$ cat src/rtl/crc_pkg.sv
// Shared CRC-32 (poly 0x04C11DB7) definitions: default constants, engine FSM
// states and bit-reversal helpers used for the reflected configuration.
package crc_pkg;

   localparam logic [31:0] CRC32_POLY     = 32'h04C1_1DB7;
   localparam logic [31:0] CRC32_INIT_DEF = 32'hFFFF_FFFF;
   localparam logic [31:0] CRC32_XOR_DEF  = 32'hFFFF_FFFF;

   typedef enum logic [1:0] {
      ACCEPT,
      SHIFT,
      RESULT
   } crc_state_e;

   function automatic logic [7:0] bitrev8(input logic [7:0] d);
      logic [7:0] r;
      for (int i = 0; i < 8; i++) begin
         r[i] = d[7-i];
      end
      return r;
   endfunction

   function automatic logic [31:0] bitrev32(input logic [31:0] d);
      logic [31:0] r;
      for (int i = 0; i < 32; i++) begin
         r[i] = d[31-i];
      end
      return r;
   endfunction

endpackage

$ cat src/rtl/crc32_04c11db7.sv
// Combinational CRC-32 byte step, MSB-first: shifts data_i[7] in first,
// polynomial 0x04C11DB7, no reflection or final XOR of its own.
module crc32_04c11db7
   import crc_pkg::*;
(
   input  logic [31:0] crc_i,
   input  logic [7:0]  data_i,
   output logic [31:0] crc_o
);

   always_comb begin
      logic [31:0] c;
      c = crc_i;
      // NOTE: blocking assignments are required here so each bit step sees the
      // result of the previous one within the same evaluation.
      for (int i = 7; i >= 0; i--) begin
         if (c[31] ^ data_i[i]) begin
            c = {c[30:0], 1'b0} ^ CRC32_POLY;
         end else begin
            c = {c[30:0], 1'b0};
         end
      end
      crc_o = c;
   end

endmodule

$ cat src/rtl/crc32_stream_engine.sv
// Word-stream CRC-32 engine: accepts 32-bit words over valid/ready, feeds one
// byte per cycle to crc32_04c11db7 and presents the final CRC over valid/ready.
// Optional build macro CRC32_REFLECT_EN selects reflected input/output bit order.
module crc32_stream_engine
   import crc_pkg::*;
#(
   parameter logic [31:0] INIT_VAL = CRC32_INIT_DEF,
   parameter logic [31:0] XOR_OUT  = CRC32_XOR_DEF
) (
   input  logic        clk_i,
   input  logic        rst_n_i,
   input  logic        clr_i,
   input  logic        in_valid_i,
   output logic        in_ready_o,
   input  logic [31:0] in_data_i,
   input  logic        in_last_i,
   input  logic [1:0]  in_nbytes_i,
   output logic        crc_valid_o,
   input  logic        crc_ready_i,
   output logic [31:0] crc_o,
   output logic        busy_o
);

   crc_state_e  state_q, state_d;
   logic [31:0] crc_q;
   logic [31:0] word_q;
   logic        last_q;
   logic [1:0]  nmax_q;
   logic [1:0]  cnt_q;

   logic [7:0]  byte_raw;
   logic [7:0]  byte_core;
   logic [31:0] crc_step;
   logic [31:0] crc_mapped;
   logic        accept;

   assign byte_raw = word_q[{cnt_q, 3'b000} +: 8];

`ifdef CRC32_REFLECT_EN
   assign byte_core  = bitrev8(byte_raw);
   assign crc_mapped = bitrev32(crc_q);
`else
   assign byte_core  = byte_raw;
   assign crc_mapped = crc_q;
`endif

   crc32_04c11db7 u_core (
      .crc_i  (crc_q),
      .data_i (byte_core),
      .crc_o  (crc_step)
   );

   assign accept = in_ready_o && in_valid_i;

   always_comb begin
      // NOTE: every output of this block gets a default first so no path can
      // leave a value unassigned and infer a latch.
      state_d     = state_q;
      in_ready_o  = 1'b0;
      crc_valid_o = 1'b0;
      crc_o       = 32'h0;
      busy_o      = 1'b0;
      case (state_q)
         ACCEPT: begin
            in_ready_o = 1'b1;
            if (in_valid_i) state_d = SHIFT;
         end
         SHIFT: begin
            busy_o = 1'b1;
            if (cnt_q == nmax_q) state_d = last_q ? RESULT : ACCEPT;
         end
         RESULT: begin
            busy_o      = 1'b1;
            crc_valid_o = 1'b1;
            crc_o       = crc_mapped ^ XOR_OUT;
            if (crc_ready_i) state_d = ACCEPT;
         end
         default: state_d = ACCEPT;
      endcase
      // Abort hides the pending result so a consumer cannot take a dropped CRC.
      if (clr_i) begin
         crc_valid_o = 1'b0;
         crc_o       = 32'h0;
      end
      if (!rst_n_i || clr_i) begin
         in_ready_o = 1'b0;
         state_d    = ACCEPT;
      end
   end

   always_ff @(posedge clk_i) begin
      if (!rst_n_i) begin
         state_q <= ACCEPT;
         crc_q   <= INIT_VAL;
         cnt_q   <= 2'd0;
      end else begin
         state_q <= state_d;
         if (clr_i) begin
            crc_q <= INIT_VAL;
            cnt_q <= 2'd0;
         end else begin
            case (state_q)
               ACCEPT: begin
                  if (in_valid_i) cnt_q <= 2'd0;
               end
               SHIFT: begin
                  crc_q <= crc_step;
                  cnt_q <= cnt_q + 2'd1;
               end
               RESULT: begin
                  if (crc_ready_i) crc_q <= INIT_VAL;
               end
               default: ;
            endcase
         end
      end
   end

   // NOTE: the word holding registers carry no reset; they are only read in
   // SHIFT, which is reachable solely through a handshake that loads them.
   always_ff @(posedge clk_i) begin
      if (accept) begin
         word_q <= in_data_i;
         last_q <= in_last_i;
         nmax_q <= in_last_i ? in_nbytes_i : 2'd3;
      end
   end

endmodule

$ cat config.mk
export PLATFORM = sky130hd
export DESIGN_NAME = crc32_stream_engine
export DESIGN_NICKNAME = d
export VERILOG_FILES = /design/src/rtl/crc_pkg.sv /design/src/rtl/crc32_04c11db7.sv /design/src/rtl/crc32_stream_engine.sv
export SDC_FILE = /design/constraint.sdc
export NUM_CORES = 1
export LEC_CHECK = 0
export ABC_CLOCK_PERIOD_IN_PS = 3080
export CAP_MARGIN = 15
export CORE_MARGIN = 2
export CORE_UTILIZATION = 35
export DETAILED_ROUTE_END_ITERATION = 8
export GPL_TIMING_DRIVEN = 0
export SETUP_SLACK_MARGIN = 0.15
export SLEW_MARGIN = 5
export SYNTH_ARGS = -nofsm -noshare
export SYNTH_HDL_FRONTEND = slang
export SYNTH_SLANG_ARGS = --single-unit
$ cat constraint.sdc
create_clock -name clk_i -period 3.08 [get_ports clk_i]
set_input_delay 0.462 -clock clk_i [delete_from_list [all_inputs] [get_ports clk_i]]
set_output_delay 0.462 -clock clk_i [all_outputs]
set_load 0.03 [all_outputs]
==> results_dict.tcl, run 1 <==
set metrics [dict create \
    yosysWarnings 0 \
    cp.required_ns 3.32 \
    final_cells 540 \
    synth_top_cell_by_area "edfxtp_1" \
    cp-start-kind "register" \
    track_usage 0.151 \
    critical_path_class "register to register" \
    maxCapViolations 0 \
    io-pin-count 75 \
    tns_ns 0 \
    ys.flop_type "dfxtp_1" \
    die_area_sq_mm 0.0110 \
    gr-total-overflow 0 \
    cp-end-kind "register" \
    synth-edff-count 35 \
    place_area_sq_mm 0.00448 \
    cts_inserted_buffers 9 \
    critPathMaxStageDelay_ns 0.64 \
    async_reset_ff_frac 0 \
    post_drt_via_cell_ratio 4.54 \
    synth_area_sq_mm 0.00358 \
    final_cell_area_sq_mm 0.00476 \
    area_delta_synth_final_pct 33.1 \
    dr.pass1.iters 4 \
    clk_pin_slew_ns 0.09 \
    post-route-period-util 0.911 \
    fillers 938 \
    synth_seq_area_share 0.495 \
    power.density_mw_per_mm2 465 \
    drt_first_iter_violations 100 \
    routabilityCongestion 0.908 \
    die_w_um 105 \
    status "complete, no violations" \
    synth_area_leaders "edfxtp_1, dfxtp_1, xnor2_1" \
    setup-violations-final 0 \
    drive_gt1_frac 0.125 \
    synthTopCellsByCount "nor2_1, dfxtp_1, edfxtp_1, xnor2_1" \
    worst_pin_slew_ns 0.767 \
    fin_crit_ns 2.81 \
    start_util 0.363 \
    final_util 0.482 \
    grt_pass1_vias 2528 \
    crit_path_frequent_cell "xnor2_1" \
    drt-total-wl_um 8000 \
    cts_htree_levels 3 \
    row_count 36 \
    p_leak_uw 0.00159 \
    drc_errors 0 \
    yosysUniqueCellTypes 30 \
    power_uw 2210 \
    cp_cell_sequence "buf_6 -> buf_8 -> mux4_2 -> xnor2_4 -> xor2_1 -> xnor2_1 -> xnor2_1 -> a21oi_1" \
    crit_slowest_cell "xor2_1" \
    clock_latency_ns 0.34 \
    dp_hpwl_um 6010 \
    grt_pass1_wl_um 12900 \
    dr_total_vias 2451 \
    synth_nets 355 \
    cts-root-buf "clkbuf_8" \
    dp.cells 519 \
    die_height_um 105 \
    finalClockSkew_ns 0.0118 \
    path_delay_family "XOR/XNOR gates" \
    multiInputGateArea_sq_mm 0.00173 \
    syn_inst 312 \
    antenna_cells 0 \
    hold_class "register to register" \
    yosysMostFrequentCell "nor2_1" \
    wl_per_cell_um 14.8 \
    cts.path.max_buffers 2 \
    hold_violations 0 \
    cts_num_sinks 71 \
    peakVddDrop_mv 0.246 \
    cp.arrival_ns 3.04 \
    final_antenna_net_count 0 \
    antenna_found_initial 0 \
    rsz0062_at_grt "true" \
    nNetsFinal 445 \
    core_sq_mm 0.00986 \
    cts_tree "yes" \
    grt_start_max_net_pins 36 \
    path_max_fanout 10 \
    worst-path-buf-inv 2 \
    synth-seq-cells 71 \
    fmax_ghz 0.356 \
    synth_top_area_frac 0.294 \
    slew_viol_final 0 \
    max-slew-margin-rel 0.489 \
    avgSynthCellArea_sq_um 11.5 \
    ff_latch_area_sq_mm 0.00177 \
    io_buffer_count 74 \
]
[state kept, by name, summed over array words and instances, names as in the netlist]
name,cells
cnt_q,2
crc_mapped,32
last_q,1
nmax_q,2
state_q,2
word_q,32
[cell type report]
type | count | share of cell area
buffer | 15 | 0.0174
sequential | 71 | 0.372
tap | 133 | 0.0350
clock buffer | 10 | 0.0268
timing repair buffer | 79 | 0.164
inverter | 3 | 0.00237
clock inverter | 6 | 0.0195
multi-input combinational | 223 | 0.363
[tightest hold or removal path, stage by stage (launching register included)]
cell and delay [ns]:
dfxtp_1 0.34, nand2_1 0.06, a21oi_1 0.05
[repair_timing]
item,in CTS,in global routing
hold buffers,0,0
pin swaps,0,1
setup buffers,0,5
resized for setup,5,2
gates cloned,0,0
setup endpoints to repair,31,3
[final timing paths]
path	from	to	slack [ns]	depth (start not counted)
max	cnt_q[0]$_SDFFE_PP0P_	crc_mapped[7]$_SDFFE_PP1P_	0.27	8
min	state_q[1]$_SDFFE_PP0P_	state_q[1]$_SDFFE_PP0P_	0.49	2
max reg2reg	cnt_q[0]$_SDFFE_PP0P_	crc_mapped[7]$_SDFFE_PP1P_	0.27	8
min reg2reg	state_q[1]$_SDFFE_PP0P_	state_q[1]$_SDFFE_PP0P_	0.49	2
[layout by cell type, fill, tap and decap left out, drive strengths merged, types with 2 or more instances in the layout]
master	count
nand2b	6
inv	4
dfxtp	36
xnor3	2
o22ai	11
nand2	23
mux4	8
edfxtp	35
nor3	7
clkbuf	22
bufinv	2
clkinvlp	2
xor2	26
xnor2	44
nor2b	6
nor2	52
a21oi	17
buf	8
ha	3
clkdlybuf4s50	74
o21ai	12
[per-layer routing]
| metal | routed length (um) | vias to the layer above | track usage | part of all wire |
|---|---|---|---|---|
| li1 | - | 1240 | - | - |
| met1 | 3680 | 1137 | 0.200 | 0.46 |
| met2 | 3840 | 66 | 0.245 | 0.48 |
| met3 | 410 | 8 | 0.0356 | 0.051 |
| met4 | 71 | 0 | 0.0486 | 0.0089 |
| met5 | 0 | - | 0 | 0 |
[kinds of logic (layout without fill, tap and decap cells)]
kind of cell / Yosys count / after routing / synth area share
adders and majority gates: 3 / 3 / 0.0105
DFF: 71 / 71 / 0.495
xor gates and xnor gates: 72 / 72 / 0.237
buffers and inverters: 18 / 113 / 0.0245
and+or+nand+nor: 97 / 97 / 0.115
muxes: 9 / 9 / 0.0542
AOI/OAI and AO/OA: 42 / 42 / 0.0640
[through the flow]
stage	hold WS [ns]	setup WS [ns]
after global routing	0.533	0.121
final	0.488	0.275
after CTS	0.488	0.185
after global placement	0.465	0.0274
after detailed placement	0.474	0.0714
after floorplan	0.449	0.560
[report_power, final]
part | internal (uW) | switching [uW] | total [uW]
Clock | 461 | 368 | 828
Sequential | 1020 | 15.5 | 1030
Combinational | 183 | 170 | 354
Power figures use the tool's default switching activity.
==> run 2: changes to the inputs <==
Settings changed: ABC_AREA set to 1.
==> run 2 against run 1 <==
  * Flip-flop and latch count unchanged
  * Worst setup slack better by 0.084 ns
  * Register-to-register slack improved by 0.41 ns
  * Clock skew shrank 0.00078 ns
  * Clock power grew 39%
  * Critical path depth did not move
  * Non-clock buffer count unchanged
  * Synthesized area grew 18%
  * Critical path type is now register to primary output
==> results_dict.tcl, run 2 <==
set metrics [dict create \
    rsz0062_at_grt "false" \
    crit_start "state_q[0]$_SDFFE_PP0P_" \
    die_height_um 114 \
    timing.rr.end "crc_mapped[31]$_SDFFE_PP1P_" \
    drive_gt1_frac 0.0937 \
    max-slew-margin-rel 0.490 \
    p_leak_uw 0.00276 \
    final_cell_mix "nand2_1, nand3_1, inv_1" \
    row_count 40 \
    cts.path.max_buffers 2 \
    gr-total-overflow 0 \
    multiInputGateArea_sq_mm 0.00214 \
    synth_top_cell_by_area "edfxtp_1" \
    peakVddDrop_mv 0.453 \
    area_delta_synth_final_pct 28.9 \
    drt-total-wl_um 12900 \
    hold_class "register to register" \
    synth-seq-cells 71 \
    avgSynthCellArea_sq_um 7.01 \
    yosysUniqueCellTypes 32 \
    status "complete, no violations" \
    cp.arrival_ns 2.26 \
    setup-violations-final 0 \
    crit_path_end "crc_o[20]" \
    cts_setup_buffers 0 \
    cts-root-buf "clkbuf_16" \
    r2r-start "state_q[0]$_SDFFE_PP0P_" \
    worst_pin_slew_ns 0.766 \
    start_util 0.356 \
    wl_per_cell_um 15.3 \
    routabilityCongestion 0.935 \
    critPathMaxStageDelay_ns 0.36 \
    power.density_mw_per_mm2 520 \
    dr.pass1.iters 5 \
    cts_htree_levels 3 \
    ys.flop_type "dfxtp_1" \
    clk_pin_slew_ns 0.06 \
    cp-end-kind "primary output" \
    die_area_sq_mm 0.0130 \
    finalClockSkew_ns 0.0110 \
    cp-start-kind "register" \
    die_w_um 114 \
    synth_area_sq_mm 0.00424 \
    cts_inserted_buffers 9 \
    final_antenna_net_count 0 \
    syn_inst 604 \
    fillers 1201 \
    tns_ns 0 \
    antenna_found_initial 0 \
    track_usage 0.206 \
    dp_hpwl_um 9160 \
    async_reset_ff_frac 0 \
    ff_latch_area_sq_mm 0.00177 \
    io-pin-count 75 \
    critical_path_class "register to primary output" \
    power_uw 2840 \
    grt_pass1_wl_um 20500 \
    crit_path_frequent_cell "inv_1" \
    synth-edff-count 35 \
    post_drt_via_cell_ratio 4.93 \
    cts_hold_buf 0 \
    antenna_cells 0 \
    hold_violations 0 \
    crit_slowest_cell "dlygate4sd2_1" \
    slew_viol_final 0 \
    synth_area_leaders "edfxtp_1, nand2_1, dfxtp_1" \
    synth_seq_area_share 0.418 \
    fmax_ghz 0.367 \
    place_ws_ns -0.344 \
    nNetsFinal 732 \
    yosysMostFrequentCell "nand2_1" \
    synth_nets 647 \
    cts_tree "yes" \
    critical_path_depth 8 \
    io_buffer_count 74 \
    fin_crit_ns 2.72 \
    worst-path-buf-inv 5 \
    drt_first_iter_violations 316 \
    r2r_slack_ns 0.68 \
    path_max_fanout 10 \
    synth_top_area_frac 0.248 \
    grt_pass1_vias 3982 \
    core_sq_mm 0.0119 \
    maxCapViolations 0 \
    dr_total_vias 4148 \
    ff2ff_path_depth 8 \
    cp.required_ns 2.62 \
    path_delay_family "buffers and inverters" \
    post-route-period-util 0.884 \
    yosysWarnings 0 \
    grt_start_max_net_pins 36 \
    timing.final.ws_setup_ns 0.359 \
    synthTopCellsByCount "nand2_1, nand3_1, inv_1, nor2_1, dfxtp_1" \
    clock_latency_ns 0.34 \
    cp_cell_sequence "inv_1 -> ha_1 -> inv_1 -> nor2_1 -> inv_1 -> clkbuf_2 -> nor2_1 -> dlygate4sd2_1" \
    cts_num_sinks 71 \
    drc_errors 0 \
    layout_commonest_cell "nand2_1" \
]
-- run 2: how the worst min path moves through the flow --
stage                                      from  slack (ns)  cells past startpoint                           to
floorplan               state_q[0]$_SDFFE_PP0P_        0.48                      2      state_q[0]$_SDFFE_PP0P_
global placement        state_q[1]$_SDFFE_PP0P_        0.50                      2      state_q[1]$_SDFFE_PP0P_
detailed placement  crc_mapped[21]$_SDFFE_PP1P_        0.51                      2  crc_mapped[21]$_SDFFE_PP1P_
CTS                 crc_mapped[22]$_SDFFE_PP1P_        0.52                      2  crc_mapped[22]$_SDFFE_PP1P_
global route        crc_mapped[22]$_SDFFE_PP1P_        0.54                      2  crc_mapped[22]$_SDFFE_PP1P_
finish                  state_q[1]$_SDFFE_PP0P_        0.52                      2      state_q[1]$_SDFFE_PP0P_
-- run 2: where the power goes --
part           total (uW)  switching, uW  leakage [uW]  internal (uW)
Sequential           1060           24.8      0.000613           1030
Clock                1150            432      0.000153            715
Combinational         636            416       0.00200            220
Total                2840            873       0.00276           1970
-- run 2: area by class of cell --
type | instances | share of cell area
clock inverter | 6 | 0.0172
sequential | 71 | 0.324
inverter | 62 | 0.0431
multi-input combinational | 451 | 0.392
clock buffer | 10 | 0.0419
timing repair buffer | 74 | 0.129
buffer | 20 | 0.0188
tap | 147 | 0.0337
-- run 2: per-layer routing --
layer	up-vias	global-route usage	share of wire
met1	1867	0.260	0.43
met2	161	0.354	0.48
met3	16	0.0478	0.073
met5	-	0	0
met4	0	0.0602	0.019
li1	2104	-	-
-- run 2: cells by family after synthesis --
family	after synthesis	synth area share
compound gates	49	0.0659
fa+ha+maj	3	0.00886
xor+xnor	20	0.0413
simple gates	379	0.387
flops	71	0.418
buf+inv	82	0.0789
-- run 2: timing repair --
item                                   CTS  global route
setup endpoints to repair               66            37
gates resized for setup                 33             2
pin swaps                                0             0
endpoints found under the hold margin    0             0
-- run 2: per-stage QoR --
| step | std cells | util | hold WS [ns] | cell area (sq um) |
|---|---|---|---|---|
| 2_1_floorplan | 604 | - | 0.479 | 4240 |
| 3_3_place_gp | 825 | 0.433 | 0.500 | 5160 |
| 3_5_place_dp | 825 | 0.433 | 0.511 | 5160 |
| 4_1_cts | 841 | 0.458 | 0.521 | 5460 |
| 5_1_grt | 841 | 0.459 | 0.538 | 5460 |
| 6_report | 841 | 0.459 | 0.520 | 5460 |
-- run 2: tightest hold or removal path: stages, from the launching register on --
cell and delay, ns:
dfxtp_1 0.31, inv_1 0.09, a211oi_1 0.07
==> run 3: changes to the inputs <==
Settings changed: HOLD_SLACK_MARGIN set to 0.08.
==> results of run 3 <==
No change in the layout: final DEF, timing and power equal those of run 2.
==> edit, RTL diff (flow settings as in run 3) <==
Add a define of `CRC32_REFLECT_EN`.
--- a/src/rtl/crc32_stream_engine.sv
+++ b/src/rtl/crc32_stream_engine.sv
@@ -3,2 +3,4 @@
 // Optional build macro CRC32_REFLECT_EN selects reflected input/output bit order.
+`define CRC32_REFLECT_EN
+
 module crc32_stream_engine
Formal check against the unedited RTL: not equivalent (a bounded check fails within 4 cycles, from zero or initial values).
==> edit against run 3 <==
- routed wire length decreased by 3.8%
- hold slack worse by 15 ps
- first-iteration DRC count down 25%
- total power shrank 2.3%
- largest power group unchanged
- setup slack got worse by 26 ps
- final area grew 0.57%
- sequential cell count stayed put
- largest cell class unchanged
- synthesized area grew 2.1%
- cell count up 1.2%
==> edit: results (changes against run 3) <==
[place]
place_ws_ps=19.3  ; +363 ps
gp_congestion=0.930  ; -0.50%
portBuffers=74  ; unchanged
hpwl_um=9190  ; +0.33%

[worst_setup_path]
crit_arrival_ps=2290  ; +30 ps
critPathKind=reg2out
cp_max_fo=10  ; unchanged
reg2reg_from=state_q[0]

[detailed_routing]
wire_per_inst_um=14.5  ; -4.9%
routed_via_density=4.70  ; -4.7%
drt_iter0_markers=238  ; -25%
firstDrtPassIters=4  ; -1

[timing]
finClkSkew_ps=7.79  ; -3.23 ps
tightest_slew_ps=743  ; -23.2 ps

[clocking]
cts_buffers=9  ; unchanged
insertion_delay_ps=340  ; about the same
cts.clk_slew.worst_paths_ps=70
cts.htree.levels=3  ; unchanged
clockBufferDepth=2  ; unchanged
clockRootBuffer=clkbuf_16

[cells_and_area]
drive_gt1_share_pct=17.7  ; +8.3 points
fillerInstances=1251  ; +4.2%
nNetsFinal=721  ; -1.5%
reg_top3=crc_q x32, word_q x32
num_antenna_cells=0  ; unchanged

[power_and_ir_drop]
leakagePower_nw=2.65  ; -4.0%
intPower_mw=1.89  ; -3.7%
peakVddDrop_v=0.000249  ; -45%

[worst_hold_path]
min_path_type=reg2reg
hold_start=crc_q[1]

[global_route]
grt_use_met2_pct=32.7  ; -2.7 points
grt_start_max_net_pins=36  ; unchanged
grt_pass1_wl_um=19900  ; -3.1%
antenna_found_initial=0  ; unchanged
grt_pass1_vias=3886  ; -2.4%
use_met3_pct=2.69  ; -2.1 points
use_met1_pct=25.7  ; -0.29 points
grt_use_total_pct=19.5  ; -1.1 points

[synthesis]
yosysSeqAreaShare_pct=40.9  ; -0.87 points
synthesis.nets=633  ; -2.2%
synth_enable_flop_cells=35  ; unchanged
async_reset_ff_share_pct=0  ; unchanged
yosysWarnings=0  ; unchanged
ys_types=34  ; +6.3%
ys_top_cells_by_area=edfxtp_1 24%, dfxtp_1 17%, nand2_1 16%
synthTopCellsByCount=185 x nand2_1, 62 x nor2_1, 56 x nand3_1
synthFlopType=dfxtp_1

[outcome]
status=finished, final reports clean

==> edit: critical path, stage by stage (launching register included) <==
cell             delay [ps]
dfxtp_1                 320
inv_1                   100
ha_1                    160
clkbuf_4                230
clkinvlp_4              220
nor2_2                  140
inv_1                   100
buf_2                   210
nor2_1                  160
clkdlybuf4s15_2         320
==> edit: what timing repair did <==
item                                    in CTS  in global routing
endpoints found under the setup margin      30                 33
setup buffers                                0                  3
resized for setup                           55                 51
==> edit: kinds of logic (layout without fill, tap and decap cells) <==
family | after synthesis | count (layout) | share of synthesized area [%]
buffers and inverters | 81 | 174 | 7.95
and+or+nand+nor | 350 | 350 | 37.0
DFF | 71 | 71 | 40.9
adders and majority gates | 3 | 3 | 0.868
xor gates and xnor gates | 19 | 19 | 4.54
AOI/OAI and AO/OA | 66 | 66 | 8.70
==> edit: power groups by stage <==
stage	combinational [mW]	sequential, mW	clock, mW
after floorplan	0.446	1.07	0
after global placement	0.627	1.07	0
after detailed placement	0.635	1.07	0
after CTS	0.638	1.05	1.08
after global routing	0.724	1.06	1.13
final	0.645	1.05	1.08
==> edit: area by class of cell <==
cell class | count | area [µm²] | share of cell area (%)
multi-input cells | 438 | 2220 | 40.4
flip-flops and latches | 71 | 1770 | 32.2
repair buffers | 77 | 642 | 11.7
inverters | 61 | 235 | 4.28
clock buffers | 10 | 229 | 4.17
well taps | 168 | 210 | 3.83
plain buffers | 20 | 119 | 2.16
clock inverters | 6 | 70.1 | 1.28
==> edit: stage by stage <==
stage / instance area [µm²] / instances / total power [mW] / setup TNS (ps)
global route: 5490 / 851 / 2.91 / 0
floorplan: 4330 / 590 / 1.51 / 0
detailed placement: 5280 / 832 / 1.71 / 0
CTS: 5570 / 848 / 2.77 / 0
finish: 5490 / 851 / 2.77 / 0
global placement: 5280 / 832 / 1.70 / -13950
==> edit: final timing paths <==
path / to / slack (ps) / depth (start not counted)
worst min-delay path: crc_q[1] / 510 / 2
worst max-delay path: crc_o[10] / 330 / 9
worst max register to register: crc_q[13] / 680 / 10
worst min register to register: crc_q[1] / 510 / 2
==> edit: per-layer routing <==
metal / share of wire (%) / vias to the layer above
met2: 47 / 125
met3: 4.9 / 18
met5: 0 / -
met4: 1.9 / 0
met1: 46 / 1794
li1: - / 2062
